[src/rtl/sync_fifo_rd_arbiter_pkg.sv]
`default_nettype none
// +----------------------------------------------------------------------+
// | Module   : sync_fifo_rd_arbiter_pkg                                  |
// | Brief    : Shared FIFO defaults, read-arbiter FSM state encodings    |
// |            and a small index-wrapping helper.                        |
// | Revision : 1.0 - initial release                                     |
// +----------------------------------------------------------------------+
package sync_fifo_rd_arbiter_pkg;

    // FIFO-wide defaults, kept together so every FIFO-side block agrees
    localparam int DEF_DATA_WIDTH = 16;
    localparam int DEF_FIFO_DEPTH = 16;
    localparam int DEF_MAX_BURST  = 8;
    localparam int DEF_STALL_MAX  = 16;

    // Arbiter FSM encodings
    localparam int              ARB_STATE_W = 1;
    localparam logic [ARB_STATE_W-1:0] ARB_IDLE  = 1'b0;
    localparam logic [ARB_STATE_W-1:0] ARB_BURST = 1'b1;

    // Increment an index and wrap it back to zero at n
    function automatic int wrap_inc(input int idx, input int n);
        return (idx + 1 >= n) ? 0 : idx + 1;
    endfunction

endpackage : sync_fifo_rd_arbiter_pkg
`default_nettype wire

[src/rtl/rr_priority_pick.sv]
`default_nettype none
// +----------------------------------------------------------------------+
// | Module   : rr_priority_pick                                          |
// | Brief    : Combinational round-robin pick. Scans the request vector  |
// |            upward from a start pointer (wrapping) and returns the    |
// |            first set bit as one-hot plus its index.                  |
// | Revision : 1.0 - initial release                                     |
// +----------------------------------------------------------------------+
module rr_priority_pick #(
    parameter int NUM_REQ = 4,
    parameter int IDX_W   = $clog2(NUM_REQ)
) (
    input  logic [NUM_REQ-1:0] i_req,
    input  logic [IDX_W-1:0]   i_ptr,
    output logic [NUM_REQ-1:0] o_pick,
    output logic [IDX_W-1:0]   o_idx,
    output logic               o_valid
);

    // Rotating priority scan: the first request at or after i_ptr wins
    always_comb begin
        int v_k;
        v_k     = 0;
        o_pick  = '0;
        o_idx   = '0;
        o_valid = 1'b0;
        for (int i = 0; i < NUM_REQ; i++) begin
            v_k = int'(i_ptr) + i;
            if (v_k >= NUM_REQ) begin
                v_k = v_k - NUM_REQ;
            end
            if (!o_valid && i_req[IDX_W'(v_k)]) begin
                o_valid              = 1'b1;
                o_pick[IDX_W'(v_k)]  = 1'b1;
                o_idx                = IDX_W'(v_k);
            end
        end
    end

endmodule : rr_priority_pick
`default_nettype wire

[src/rtl/sync_fifo_rd_arbiter.sv]
`default_nettype none
// +----------------------------------------------------------------------+
// | Module   : sync_fifo_rd_arbiter                                      |
// | Brief    : Round-robin arbiter sharing the FIFO read port between    |
// |            NUM_REQ consumers in bursts of up to MAX_BURST words,     |
// |            with a registered, per-consumer steered output stage.    |
// | Revision : 1.0 - initial release                                     |
// +----------------------------------------------------------------------+
module sync_fifo_rd_arbiter
    import sync_fifo_rd_arbiter_pkg::*;
#(
    parameter int NUM_REQ    = 4,
    parameter int DATA_WIDTH = DEF_DATA_WIDTH,
    parameter int MAX_BURST  = DEF_MAX_BURST,
    parameter int STALL_MAX  = DEF_STALL_MAX,
    parameter int BURST_W    = $clog2(MAX_BURST + 1)
) (
    input  logic                       clk,
    input  logic                       reset,
    input  logic [NUM_REQ-1:0]         req,
    input  logic [NUM_REQ*BURST_W-1:0] burst_len,
    input  logic                       rd_empty,
    input  logic [DATA_WIDTH-1:0]      fifo_rd_data,
    output logic                       fifo_rd_ready,
    output logic [NUM_REQ-1:0]         gnt,
    output logic [DATA_WIDTH-1:0]      out_data,
    output logic [NUM_REQ-1:0]         out_valid,
    output logic                       burst_done,
    output logic                       stall_abort
);

    localparam int IDX_W   = $clog2(NUM_REQ);
    localparam int STALL_W = $clog2(STALL_MAX);

    localparam logic [BURST_W-1:0] c_one_beat   = BURST_W'(1);
    localparam logic [BURST_W-1:0] c_max_beats  = BURST_W'(MAX_BURST);
    localparam logic [STALL_W-1:0] c_stall_last = STALL_W'(STALL_MAX - 1);

    logic [ARB_STATE_W-1:0] r_state;
    logic [ARB_STATE_W-1:0] w_state_next;
    logic [IDX_W-1:0]       r_gnt_idx;
    logic [IDX_W-1:0]       r_rr_ptr;
    logic [BURST_W-1:0]     r_beat_cnt;
    logic [STALL_W-1:0]     r_stall_cnt;

    logic [NUM_REQ-1:0]     w_pick;
    logic [IDX_W-1:0]       w_pick_idx;
    logic                   w_any;
    logic [BURST_W-1:0]     w_len_arr [NUM_REQ];
    logic [BURST_W-1:0]     w_len_sel;
    logic [BURST_W-1:0]     w_len_clamped;
    logic                   w_pop;
    logic                   w_rel_done;
    logic                   w_rel_abort;
    logic                   w_release;

    rr_priority_pick #(
        .NUM_REQ (NUM_REQ),
        .IDX_W   (IDX_W)
    ) u_pick (
        .i_req   (req),
        .i_ptr   (r_rr_ptr),
        .o_pick  (w_pick),
        .o_idx   (w_pick_idx),
        .o_valid (w_any)
    );

    // Unpack the per-requester burst length fields
    for (genvar g = 0; g < NUM_REQ; g++) begin : g_len
        assign w_len_arr[g] = burst_len[g*BURST_W +: BURST_W];
    end

    assign w_len_sel = w_len_arr[w_pick_idx];
    assign w_release = w_rel_done | w_rel_abort;

    // Clamp the winner's requested length into 1..MAX_BURST
    always_comb begin
        w_len_clamped = w_len_sel;
        if (w_len_sel == '0) begin
            w_len_clamped = c_one_beat;
        end else if (w_len_sel > c_max_beats) begin
            w_len_clamped = c_max_beats;
        end
    end

    // FSM state register
    always_ff @(posedge clk or posedge reset) begin
        if (reset) begin
            r_state <= ARB_IDLE;
        end else begin
            r_state <= w_state_next;
        end
    end

    // FSM next state: grant from IDLE, return to IDLE on any release
    always_comb begin
        w_state_next = r_state;
        case (r_state)
            ARB_IDLE:  if (w_any)     w_state_next = ARB_BURST;
            ARB_BURST: if (w_release) w_state_next = ARB_IDLE;
            default:                  w_state_next = ARB_IDLE;
        endcase
    end

    // FSM outputs: read request, pop and release causes; a dropped
    // request wins over everything so no word is popped in that cycle
    always_comb begin
        fifo_rd_ready = 1'b0;
        w_pop         = 1'b0;
        w_rel_done    = 1'b0;
        w_rel_abort   = 1'b0;
        if (r_state == ARB_BURST) begin
            fifo_rd_ready = req[r_gnt_idx] && (r_beat_cnt != '0);
            w_pop         = fifo_rd_ready && !rd_empty;
            if (!req[r_gnt_idx]) begin
                w_rel_abort = 1'b1;
            end else if (w_pop) begin
                w_rel_done  = (r_beat_cnt == c_one_beat);
            end else if (rd_empty && (r_stall_cnt == c_stall_last)) begin
                w_rel_abort = 1'b1;
            end
        end
    end

    // Grant, counters, round-robin pointer and the registered output stage
    always_ff @(posedge clk or posedge reset) begin
        if (reset) begin
            gnt         <= '0;
            r_gnt_idx   <= '0;
            r_rr_ptr    <= '0;
            r_beat_cnt  <= '0;
            r_stall_cnt <= '0;
            out_data    <= '0;
            out_valid   <= '0;
            burst_done  <= 1'b0;
            stall_abort <= 1'b0;
        end else begin
            burst_done  <= w_rel_done;
            stall_abort <= w_rel_abort;
            out_valid   <= gnt & {NUM_REQ{w_pop}};
            if (w_pop) begin
                out_data <= fifo_rd_data;
            end
            if (r_state == ARB_IDLE) begin
                if (w_any) begin
                    gnt         <= w_pick;
                    r_gnt_idx   <= w_pick_idx;
                    r_beat_cnt  <= w_len_clamped;
                    r_stall_cnt <= '0;
                end
            end else if (w_release) begin
                gnt         <= '0;
                r_rr_ptr    <= IDX_W'(wrap_inc(int'(r_gnt_idx), NUM_REQ));
                r_beat_cnt  <= '0;
                r_stall_cnt <= '0;
            end else if (w_pop) begin
                r_beat_cnt  <= r_beat_cnt - 1'b1;
                r_stall_cnt <= '0;
            end else if (rd_empty && (r_stall_cnt != '1)) begin
                r_stall_cnt <= r_stall_cnt + 1'b1;
            end
        end
    end

endmodule : sync_fifo_rd_arbiter
`default_nettype wire

[config.mk]
export PLATFORM = sky130hd
export DESIGN_NAME = sync_fifo_rd_arbiter
export DESIGN_NICKNAME = d
export VERILOG_FILES = /design/src/rtl/sync_fifo_rd_arbiter_pkg.sv /design/src/rtl/rr_priority_pick.sv /design/src/rtl/sync_fifo_rd_arbiter.sv
export SDC_FILE = /design/constraint.sdc
export NUM_CORES = 1
export LEC_CHECK = 0
export CAP_MARGIN = 10
export CORE_ASPECT_RATIO = 1.25
export CORE_MARGIN = 2
export CORE_UTILIZATION = 35
export DETAILED_ROUTE_END_ITERATION = 16
export MAX_ROUTING_LAYER = met4
export PLACE_DENSITY_LB_ADDON = 0.05
export SLEW_MARGIN = 5
export SYNTH_ARGS = -nofsm -noshare
export SYNTH_HDL_FRONTEND = slang
export SYNTH_SLANG_ARGS = --single-unit
export TNS_END_PERCENT = 20
[constraint.sdc]
create_clock -name clk -period 3.4 [get_ports clk]
set_input_delay 0.34 -clock clk [delete_from_list [all_inputs] [get_ports clk]]
set_output_delay 0.34 -clock clk [all_outputs]
set_load 0.02 [all_outputs]
* Word level (Yosys, flattened, before mapping) *
Cells that the tools add are included.

storage, ports and cells
  output and inout port bits = 27
  ROM bits = 0
  RAM bits = 0
  register bits after elaboration = 39
  latch bits = 0
  memories kept = 0
  input port bits = 39

operators by class
  $lt $le $gt $ge = 16
  equal/unequal tests = 6
  multiply operators = 0
  mux-type cells = 68
  add/subtract/negate cells = 10
  shift-type cells = 0
  bitwise gates (word level) = 7
  reductions and logical operators = 23
  div/mod/pow operators = 0

operators by type and width
  kind                                                                                 count
  4-bit 2-to-1 mux                                                                     20
  1-bit 2-to-1 mux                                                                     28
  2-bit 2-to-1 mux                                                                     9
  2-bit by 4-bit < comparator with 1-bit output, second input constant                 4
  3-bit greater-or-equal comparator, second input constant                             5
  4-bit OR                                                                             3
  1-bit logical AND                                                                    11
  1-bit binary-select mux with 2-bit select                                            5
  2-bit AND reduction                                                                  5
  4-bit binary-select mux with 2-bit select                                            1
  1-bit demux with 2-bit select                                                        4
  2-bit by 1-bit greater-or-equal comparator with 1-bit output, second input constant  4
  2-bit by 1-bit subtractor with 2-bit output, second input constant                   4
  2-bit by 1-bit adder with 3-bit output, second input constant                        2
  2-bit by 2-bit adder with 3-bit output, second input constant                        2
  4-bit by 1-bit adder with 4-bit output, second input constant                        1
  4-bit AND                                                                            1
  4-bit by 1-bit equality test with 1-bit output, second input constant                1
  4-bit equality test, second input constant                                           1
  4-bit > comparator, second input constant                                            1
  1-bit logical NOT                                                                    4
  4-bit logical NOT                                                                    1
  4-bit by 1-bit inequality test with 1-bit output, second input constant              1
  4-bit inequality test, second input constant                                         1
  other kinds (11)                                                                     11

* Depth between registers and ports, before layout *
  depth in word-level cells = 24
  depth in mapped cells = 11
  depth with buffers taken out = 9

* Modules after synthesis *
A second synthesis with hierarchy kept.

second synthesis, totals
  cells, all modules = 214
  area, all modules = 2408.6 um2

by module, submodules not included
  module                area an instance (um2)  cells an instance  instances  seq. area each (um2)
  sync_fifo_rd_arbiter  1883.1                  155                1          975.9
  rr_priority_pick      525.5                   59                 1          0.0

* Worst setup path after synthesis *
Ideal clock, no wire load.

  path type = reg-to-reg
  start point = register r_rr_ptr[0]
  end point = register r_beat_cnt[1]
  slack = 239 ps
  period minus slack after synthesis = 3161 ps
  cell stages (with the launch flop) = 11
  path buffers = 1
  data arrival time = 3081 ps
  setup time = 79 ps
  path through = dfrtp_1 > buf_6 > inv_1 > ha_1 > mux4_2 > or2_4 > nor3_4 > nor3_4 > mux4_2 > nor4_1 > a2bb2oi_1

between the ends
  longest elaborated chain between the ends = 24
  elaborated cells between the ends (all ways) = 53
  classes of those cells = add/sub: 7; order compare: 5; mux: 31; bitwise: 1; reduce/logical: 9

RTL lines
  element                                                                          line                         RTL
  start, declared                                                                  sync_fifo_rd_arbiter.sv:42   logic [IDX_W-1:0] r_rr_ptr;
  start signal, assigned                                                           sync_fifo_rd_arbiter.sv:153  r_rr_ptr <= IDX_W'(wrap_inc(int'(r_gnt_idx), NUM_REQ));
  branches (longest 24 deep; another with 2-bit by 1-bit adder with 3-bit output)  n/a
  end signal, assigned                                                             sync_fifo_rd_arbiter.sv:148  r_beat_cnt <= w_len_clamped;
  end signal, assigned                                                             sync_fifo_rd_arbiter.sv:157  r_beat_cnt <= r_beat_cnt - 1'b1;
  end, declared                                                                    sync_fifo_rd_arbiter.sv:43   logic [BURST_W-1:0] r_beat_cnt;

Parallel ways; which one is timed is not known. The select of a mux whose other input is x is not followed.
A chain may end at the register's enable or synchronous reset.

* Worst setup path after layout *
Ends and elaborated chain as after synthesis.

==> out/qor.json <==
{
  "ctsLongestPathBuffers": {"value": 2},
  "detailedRoute.firstPassIterationCount": {"value": 4},
  "outcome": {"value": "complete, no violations"},
  "power.share.clock": {"value": 0.125},
  "cts-root-buf": {"value": "sky130_fd_sc_hd__clkbuf_8"},
  "grt_antenna_before_repair": {"value": 0},
  "finalCriticalPeriod": {"value": 3.08, "unit": "ns"},
  "finalCritPeriodShare": {"value": 0.907},
  "tritoncts_clock_tree": {"value": "done"},
  "synthesis.nets": {"value": 274},
  "worst_r2r_endpoint": {"value": "r_beat_cnt[1]"},
  "slew_headroom": {"value": 0.590},
  "finalHoldViolations": {"value": 0},
  "critical_path_rt": {"value": 3.62, "unit": "ns"},
  "synth_enable_flop_cells": {"value": 0},
  "synthTopCellsByCount": {"value": "sky130_fd_sc_hd__dfrtp_1, sky130_fd_sc_hd__o21ai_0, sky130_fd_sc_hd__mux2_2, sky130_fd_sc_hd__nand2_1"},
  "setup_total_negative_slack": {"value": 0, "unit": "ns"},
  "placeableCoreArea": {"value": 0.00665, "unit": "mm2"},
  "post-place-cells": {"value": 377},
  "synthesis.yosys.warnings": {"value": 0},
  "finalNetCount": {"value": 349},
  "ys_ff_latch": {"value": 39},
  "slew_at_the_pin_with_the_worst_max_slew_slack": {"value": 0.612, "unit": "ns"},
  "rsz0062_at_grt": {"value": "no"},
  "biggest_area_contributors_in_the_synthesized_netlist": {"value": "sky130_fd_sc_hd__dfrtp_1, sky130_fd_sc_hd__mux2_2, sky130_fd_sc_hd__ha_1"},
  "tritoncts.num_buffers": {"value": 5},
  "dr.first_iter.drc_count": {"value": 41},
  "yosys_most_used_dff": {"value": "sky130_fd_sc_hd__dfrtp_1"},
  "total_of_buffers_placed_on_input_and_output_ports": {"value": 65},
  "count_of_mapped_cells_out_of_synthesis": {"value": 222},
  "core.rowCount": {"value": 33},
  "grt_pass1_vias": {"value": 2020},
  "number_of_sinks_on_the_clock_net": {"value": 39},
  "avgSynthCellArea": {"value": 10.9, "unit": "um2"},
  "area_growth_syn_to_layout": {"value": 37.2, "unit": "%"},
  "timing.rr.start": {"value": "r_rr_ptr[0]"},
  "grt_max_degree": {"value": 40},
  "yosysSeqAreaShare": {"value": 0.402},
  "design.die.area": {"value": 0.00762, "unit": "mm2"},
  "num_antenna_cells": {"value": 0},
  "number_of_top_level_pins": {"value": 66},
  "power_frac_comb": {"value": 0.627},
  "timing.critical_path.from_type": {"value": "flop"},
  "final-max-slew-violation-count": {"value": 0},
  "maxClockFrequency": {"value": 0.324, "unit": "GHz"},
  "drt_wl_total": {"value": 5760, "unit": "um"},
  "hold_path.class": {"value": "in -> async"},
  "cp.arrival": {"value": 3.30, "unit": "ns"},
  "fill_cells": {"value": 629},
  "ff2ff_setup_slack": {"value": 0.32, "unit": "ns"},
  "ir_worst_vdd": {"value": 385, "unit": "uV"},
  "synth_largest_type_area_fraction": {"value": 0.402},
  "route.vias.total": {"value": 2052},
  "grt_pass1_wl": {"value": 9580, "unit": "um"},
  "internal_power": {"value": 1790, "unit": "uW"},
  "power_density": {"value": 934, "unit": "mW/mm2"},
  "cts.hold.buffers_added": {"value": 0},
  "synth.lib_cells_used.distinct": {"value": 59},
  "hpwlAfterDp": {"value": 4460, "unit": "um"},
  "critPathLaunch": {"value": "r_rr_ptr[0]"},
  "routed_wire_length_per_instance": {"value": 15.0, "unit": "um"},
  "die_w": {"value": 78.5, "unit": "um"},
  "postCtsSetupRepairBufs": {"value": 0},
  "synth_area_leader_cell": {"value": "sky130_fd_sc_hd__dfrtp_1"},
  "criticalPathCategory": {"value": "reg -> reg"},
  "antenna_left": {"value": 0},
  "grt_remaining_overflow": {"value": 0},
  "drive_above_1_share": {"value": 0.195},
  "fraction_of_the_core_area_covered_by_cells_at_the_end_of_the_flow": {"value": 0.501},
  "grt.total_usage": {"value": 0.161},
  "detail_route.drc_violations": {"value": 0},
  "crit_path_max_fanout": {"value": 9},
  "switching_share": {"value": 0.424},
  "gpl.final_weighted_congestion": {"value": 0.943},
  "clock_insertion_delay_worst_skew": {"value": 0.29, "unit": "ns"},
  "die-height": {"value": 97.1, "unit": "um"},
  "initial_utilization": {"value": 0.365},
  "switching_power_of_the_nets": {"value": 1320, "unit": "uW"},
  "reg2reg_depth": {"value": 9},
  "routed_via_density": {"value": 5.33},
  "synth_async_sr_flop_share": {"value": 1.00},
  "endpoint_kind": {"value": "flop"},
  "setup_violations_final": {"value": 0},
  "final-instance-count-excl-fill": {"value": 385},
  "yosys.cell_count.top_type": {"value": "sky130_fd_sc_hd__dfrtp_1"},
  "clk_transition_reported_paths": {"value": 0.08, "unit": "ns"},
  "power.static_leakage": {"value": 0.00141, "unit": "uW"},
  "htreeDepth": {"value": 2},
  "cap_violations": {"value": 0},
  "skew": {"value": 0.00743, "unit": "ns"},
  "post_cts_repair_resize_count": {"value": 0},
  "seq_power_share": {"value": 0.249},
  "netlist_area": {"value": 0.00243, "unit": "mm2"}
}
-- worst max path at each step --
stage / to / slack (ns) / cells past startpoint
floorplan: r_beat_cnt[1] / 0.24 / 10
global placement: r_beat_cnt[1] / 0.27 / 8
detailed placement: r_beat_cnt[1] / 0.19 / 8
CTS: r_beat_cnt[1] / 0.23 / 9
global route: r_beat_cnt[1] / 0.05 / 9
finish: r_beat_cnt[1] / 0.32 / 9
-- cell families after synthesis --
kind of cell    count (synthesis)  synth area share
compound gates                 64             0.187
fa+ha+maj                      13            0.0670
buf+inv                        20            0.0382
flops                          39             0.402
mux                            25             0.143
simple gates                   61             0.163
-- critical path, cell delays in order (launching register included) --
cell and delay (ns):
sky130_fd_sc_hd__dfrtp_1 0.35, sky130_fd_sc_hd__inv_1 0.06, sky130_fd_sc_hd__ha_1 0.40, sky130_fd_sc_hd__mux4_2 0.63, sky130_fd_sc_hd__nor2_1 0.27, sky130_fd_sc_hd__nor3_2 0.14
sky130_fd_sc_hd__nor3_4 0.31, sky130_fd_sc_hd__mux4_2 0.39, sky130_fd_sc_hd__nor4_1 0.27, sky130_fd_sc_hd__a2bb2oi_1 0.18
-- routing by layer --
metal / GRT usage / vias to the layer above / share of wire
met5: - / - / 0
met4: 0.0486 / 0 / 0.015
met3: 0.0251 / 6 / 0.042
met2: 0.284 / 58 / 0.52
met1: 0.187 / 985 / 0.42
li1: - / 1003 / -
-- registers in the layout (all words and copies together), names as in the netlist --
| name | cells |
|---|---|
| out_valid | 4 |
| stall_abort | 1 |
| burst_done | 1 |
| r_gnt_idx | 2 |
| r_rr_ptr | 2 |
| r_state | 1 |
| out_data | 16 |
| gnt | 4 |
| r_stall_cnt | 4 |
| r_beat_cnt | 4 |
-- through the flow --
stage	hold slack [ns]	cell area (um2)	power, uW	setup WS, ns
after floorplan	0.468	2430	2130	0.239
after global placement	0.486	3220	2750	0.272
after detailed placement	0.492	3220	2750	0.193
after CTS	0.488	3330	3150	0.233
after global routing	0.508	3330	3380	0.0522
final	0.466	3330	3110	0.317
-- placed cells by master, fill, tap and decap left out, drive strengths merged, types with 5 or more instances in the layout --
cell type,count
a22oi,5
buf,10
clkbuf,5
clkdlybuf4s50,65
dfrtp,39
ha,13
inv,13
mux2,17
mux4,6
nand2,14
nand3,7
nor2,5
nor2b,5
nor3,5
o21ai,21
-- cell type report --
cell class	count	area (um2)	area share
Multi-Input combinational cell	163	1360	0.408
Sequential cell	39	976	0.293
Inverter	13	48.8	0.0147
Clock inverter	3	43.8	0.0132
Timing Repair Buffer	75	726	0.218
Clock buffer	5	68.8	0.0207
Tap cell	87	109	0.0327
-- power by group through the flow --
stage | clock (uW) | sequential (uW) | combinational, uW
floorplan | 0 | 915 | 1210
global placement | 0 | 776 | 1970
detailed placement | 0 | 785 | 1970
CTS | 400 | 776 | 1980
global route | 424 | 802 | 2150
finish | 388 | 774 | 1950
(Power assumes the default switching activity.)
